[src/rtl/uart_tx_arbiter.sv]
// Round-robin arbiter feeding a single UART transmitter from NUM_REQ byte sources.
// Define UART_TX_ARB_PACKET_LOCK_EN to hold each grant until a byte flagged with req_last_i.
module uart_tx_arbiter #(
    parameter int unsigned NUM_REQ    = 4,
    parameter int unsigned DATA_WIDTH = 8,
    parameter int unsigned BURST_LEN  = 8
) (
    input  logic                          clock_i,
    input  logic                          reset_i,
    input  logic [NUM_REQ-1:0]            req_valid_i,
    input  logic [NUM_REQ*DATA_WIDTH-1:0] req_data_i,
    input  logic [NUM_REQ-1:0]            req_last_i,
    output logic [NUM_REQ-1:0]            req_ready_o,
    output logic [NUM_REQ-1:0]            grant_o,
    output logic [DATA_WIDTH-1:0]         tx_data_o,
    output logic                          tx_write_o,
    input  logic                          tx_buffer_full_i,
    output logic                          busy_o
);

    localparam int unsigned IDX_W = (NUM_REQ > 1) ? $clog2(NUM_REQ) : 1;

    typedef enum logic {IDLE, GRANT} state_t;

    state_t           state_q, state_d;
    logic [IDX_W-1:0] gnt_idx_q, gnt_idx_d;
    logic [IDX_W-1:0] rr_ptr_q, rr_ptr_d;
    logic [7:0]       count_q, count_d;
    logic [IDX_W-1:0] pick_idx;
    logic             pick_found;
    logic             valid_g;
    logic             xfer;
    logic             release_now;

    // Search upward from rr_ptr with wrap; first valid requester wins.
    always_comb begin
        int unsigned      cand;
        logic [IDX_W-1:0] cand_idx;
        cand       = 0;
        cand_idx   = '0;
        pick_idx   = '0;
        pick_found = 1'b0;
        for (int unsigned i = 0; i < NUM_REQ; i++) begin
            cand     = (32'(rr_ptr_q) + i) % NUM_REQ;
            cand_idx = IDX_W'(cand);
            if (!pick_found && req_valid_i[cand_idx]) begin
                pick_found = 1'b1;
                pick_idx   = cand_idx;
            end
        end
    end

    assign valid_g = req_valid_i[gnt_idx_q];
    assign xfer    = (state_q == GRANT) && valid_g && !tx_buffer_full_i;

`ifdef UART_TX_ARB_PACKET_LOCK_EN
    assign release_now = xfer && req_last_i[gnt_idx_q];
`else
    logic unused_last;
    assign unused_last = ^req_last_i;
    assign release_now = !valid_g || (xfer && ((count_q + 8'd1) == 8'(BURST_LEN)));
`endif

    always_comb begin
        state_d     = state_q;
        gnt_idx_d   = gnt_idx_q;
        rr_ptr_d    = rr_ptr_q;
        count_d     = count_q;
        grant_o     = '0;
        req_ready_o = '0;
        tx_write_o  = 1'b0;
        tx_data_o   = '0;
        busy_o      = 1'b0;
        case (state_q)
            IDLE: begin
                if (pick_found) begin
                    state_d   = GRANT;
                    gnt_idx_d = pick_idx;
                    count_d   = '0;
                end
            end
            GRANT: begin
                busy_o                 = 1'b1;
                grant_o[gnt_idx_q]     = 1'b1;
                req_ready_o[gnt_idx_q] = !tx_buffer_full_i;
                tx_write_o             = xfer;
                if (xfer) begin
                    tx_data_o = req_data_i[32'(gnt_idx_q)*DATA_WIDTH +: DATA_WIDTH];
`ifdef UART_TX_ARB_PACKET_LOCK_EN
                    if (count_q != 8'hFF) begin
                        count_d = count_q + 8'd1;
                    end
`else
                    count_d = count_q + 8'd1;
`endif
                end
                if (release_now) begin
                    state_d  = IDLE;
                    rr_ptr_d = (gnt_idx_q == IDX_W'(NUM_REQ - 1)) ? '0 : gnt_idx_q + 1'b1;
                end
            end
            default: state_d = IDLE;
        endcase
    end

    always_ff @(posedge clock_i) begin
        if (reset_i) begin
            state_q   <= IDLE;
            gnt_idx_q <= '0;
            rr_ptr_q  <= '0;
            count_q   <= '0;
        end else begin
            state_q   <= state_d;
            gnt_idx_q <= gnt_idx_d;
            rr_ptr_q  <= rr_ptr_d;
            count_q   <= count_d;
        end
    end

endmodule

[config.mk]
export PLATFORM = sky130hd
export DESIGN_NAME = uart_tx_arbiter
export DESIGN_NICKNAME = d
export VERILOG_FILES = /design/src/rtl/uart_tx_arbiter.sv
export SDC_FILE = /design/constraint.sdc
export NUM_CORES = 1
export LEC_CHECK = 0
export CORE_ASPECT_RATIO = 1.4
export CORE_UTILIZATION = 40
export DETAILED_ROUTE_END_ITERATION = 10
export PLACE_DENSITY = 0.81
export SLEW_MARGIN = 20
export SYNTH_ARGS = -nofsm -noshare
export SYNTH_HDL_FRONTEND = slang
export SYNTH_SLANG_ARGS = --single-unit
export TNS_END_PERCENT = 20
[constraint.sdc]
create_clock -name clock_i -period 1.9 [get_ports clock_i]
set_input_delay 0.19 -clock clock_i [delete_from_list [all_inputs] [get_ports clock_i]]
set_output_delay 0.19 -clock clock_i [all_outputs]
set_load 0.01 [all_outputs]
==> flow_summary.ini, run 1 <==
[status]
status = complete, no violations

[drt]
drtPass1Iterations = 4
drc = 0
drtAntennaViolNets = 0
dr_total_vias = 1267
wl_per_cell_um = 15.36
routed_wl_um = 3624
drtIter0Drc = 6
drt-vias-per-instance = 5.369

[cts]
cts_hold_buf = 0
clock-root-buffer = clkbuf_8
clock_path_buffers = 2
cts_buffers = 3
cts_tree = yes
clkLatencyLatePin_ns = 0.25
cts.sink_count = 13
htreeDepth = 1
clk_pin_slew_worst_paths_ns = 0.05

[floorplanning]
dieArea_sq_mm = 0.003223
pin_count = 61
die_h_um = 66.77
die_x_um = 48.27
num_rows = 23
start_util_pct = 42.07
core_sq_mm = 0.002849

[place]
gp_congestion = 0.7681
hpwl_um = 2859
dp_slack_ns = -0.2123
io_buffers = 56

[timing]
period_share_pct = 98.74
hold_viol = 0
fin_crit_ns = 1.876
setup_viol = 0
skew_ns = 0.001998
setup_tns_ns = 0
worstMarginPinSlew_ns = 0.6376
setup_slack_ns = 0.02403
slew_headroom_pct = 57.33
max_freq_mhz = 533.1
rsz0062_at_grt = yes
slew_viol_final = 0

[critical_path]
cp_max_fo = 10
crit_type = reg2out
crit_arrival_ns = 1.69
worstPathRequired_ns = 1.71
start_kind = flip-flop
end_kind = output pin

[global_route]
grt_pass1_vias = 1337
gr-total-overflow = 0
grt_pass1_wl_um = 5437
grt_max_degree = 12
grt_antenna_before_repair = 0
grt_use_total_pct = 23.67

[cells_and_area]
final_common_cell = clkdlybuf4s50_1
final_layout_size_suffix_gt1_share_pct = 29.65
final_nets = 249
layout_common_cells = 42 x clkdlybuf4s50_1, 20 x and2_1, 16 x buf_4, 10 x dfxtp_1
antenna_cells = 0
fillCellCount = 228
syn2layout_area_growth_pct = 62.21

[synthesis]
netlist_instances = 127
synth-seq-cells = 13
ys_warn_count = 0
syn-cell-area_sq_mm = 0.001199
synth_edf_count = 0
synth.avg_cell_area_sq_um = 9.438
async_reset_ff_share_pct = 0
synth-main-ff-cell = dfxtp_1
ys_types = 38
synth_nets = 176
synth-seq-area-share_pct = 21.71

[pwr]
power.density_mw_per_mm2 = 436.0
ir_worst_vdd_uv = 554.6
power_mw = 0.8478
p_leak_nw = 0.7706

[flow_run]
cap_violations = 0

[min_path]
hold_path_class = reg2reg
==> flip-flops by register name, indices dropped and copies added (netlist names) <==
register and count:
state_q 1, gnt_idx_q 2, count_q 8, rr_ptr_q 2
==> cells in the mapped netlist (2+ instances only) <==
master	number	area [sq um]
a21oi_1	8	40.04
a21oi_2	6	52.55
a31oi_1	2	12.51
and2_1	20	125.1
buf_2	3	15.01
clkbuf_1	3	11.26
dfxtp_1	13	260.3
ha_1	6	75.07
inv_1	5	18.77
mux2i_1	2	20.02
mux4_2	8	180.2
nand2_1	3	11.26
nand2b_1	3	18.77
nand3_1	3	15.01
nand3b_1	2	15.01
nor2_1	6	22.52
nor3_1	2	10.01
nor4_1	3	18.77
o21ai_0	2	10.01
o21ai_2	6	52.55
or3_1	4	25.02
==> worst max-delay path, cell delays in order (launching register included) <==
cell and delay, ns:
dfxtp_4 0.37, mux4_2 0.55, nand3_4 0.11, inv_4 0.06, and2_1 0.13, clkdlybuf4s15_2 0.22
==> through the flow <==
step / instance area [sq um] / instances / hold slack (ns) / util [%]
final: 1944 / 236 / 0.4941 / 68.25
after global routing: 1944 / 236 / 0.5221 / 68.25
after global placement: 1914 / 232 / 0.4660 / 67.19
after detailed placement: 1914 / 232 / 0.4807 / 67.19
after CTS: 1976 / 236 / 0.4913 / 69.35
after floorplan: 1199 / 127 / 0.2524 / -
==> timing repair <==
| action | 4_1_cts | 5_1_grt |
|---|---|---|
| endpoints found under the setup margin | 14 | 10 |
| pin swaps | 1 | 0 |
| buffers inserted | 0 | 0 |
| resized for setup | 29 | 9 |
| hold endpoints to repair | 0 | 0 |
==> cells by family (layout without fill, tap and decap cells) <==
| group | after synthesis | in the layout | synth area share (%) |
|---|---|---|---|
| and+or+nand+nor | 53 | 53 | 28.18 |
| AOI/OAI and AO/OA | 29 | 29 | 18.27 |
| DFF | 13 | 13 | 21.71 |
| muxes | 12 | 12 | 19.83 |
| buffers and inverters | 12 | 84 | 4.280 |
| adders and majority gates | 6 | 6 | 6.263 |
| xor gates and xnor gates | 2 | 2 | 1.462 |
==> worst paths after layout <==
path / from / end / slack, ns / cells after the start
setup / recovery: gnt_idx_q[0] / tx_data_o[5] / 0.02 / 5
hold / removal: count_q[7] / count_q[7] / 0.49 / 2
setup reg to reg: count_q[1] / rr_ptr_q[0] / 0.09 / 6
hold reg to reg: count_q[7] / count_q[7] / 0.49 / 2
==> cell type report <==
type                            count  area, sq um  share of cell area (%)
Timing Repair Buffer               74        665.6                   34.23
Clock buffer                        4        45.04                   2.317
Inverter                            6        25.02                   1.287
Tap cell                           37        46.29                   2.381
Sequential cell                    13        266.5                   13.71
Multi-Input combinational cell    102        895.9                   46.07
==> per-layer routing <==
layer | vias up | global-route usage [%] | routed length (um)
met5 | - | 0 | 0
met4 | 0 | 9.375 | 65
met3 | 7 | 4.336 | 362
met2 | 58 | 48.00 | 1972
met1 | 590 | 19.90 | 1223
li1 | 612 | - | -
==> report_power, final <==
| group | leakage (nW) | internal (mW) | switching [mW] | total, mW |
|---|---|---|---|---|
| Clock | 0.0228 | 0.148 | 0.102 | 0.250 |
| Sequential | 0.107 | 0.283 | 0.0144 | 0.297 |
| Combinational | 0.641 | 0.183 | 0.116 | 0.300 |
Power figures use the tool's default switching activity.
==> run 2, diff against run 1 <==
--- a/config.mk
+++ b/config.mk
@@ -6,6 +6,7 @@
 export NUM_CORES = 1
 export LEC_CHECK = 0
 export CORE_ASPECT_RATIO = 1.4
+export CORE_MARGIN = 1
 export CORE_UTILIZATION = 40
 export DETAILED_ROUTE_END_ITERATION = 10
 export PLACE_DENSITY = 0.81
==> results of run 2 <==
The final DEF is identical to that of run 1; final timing and power are the same.
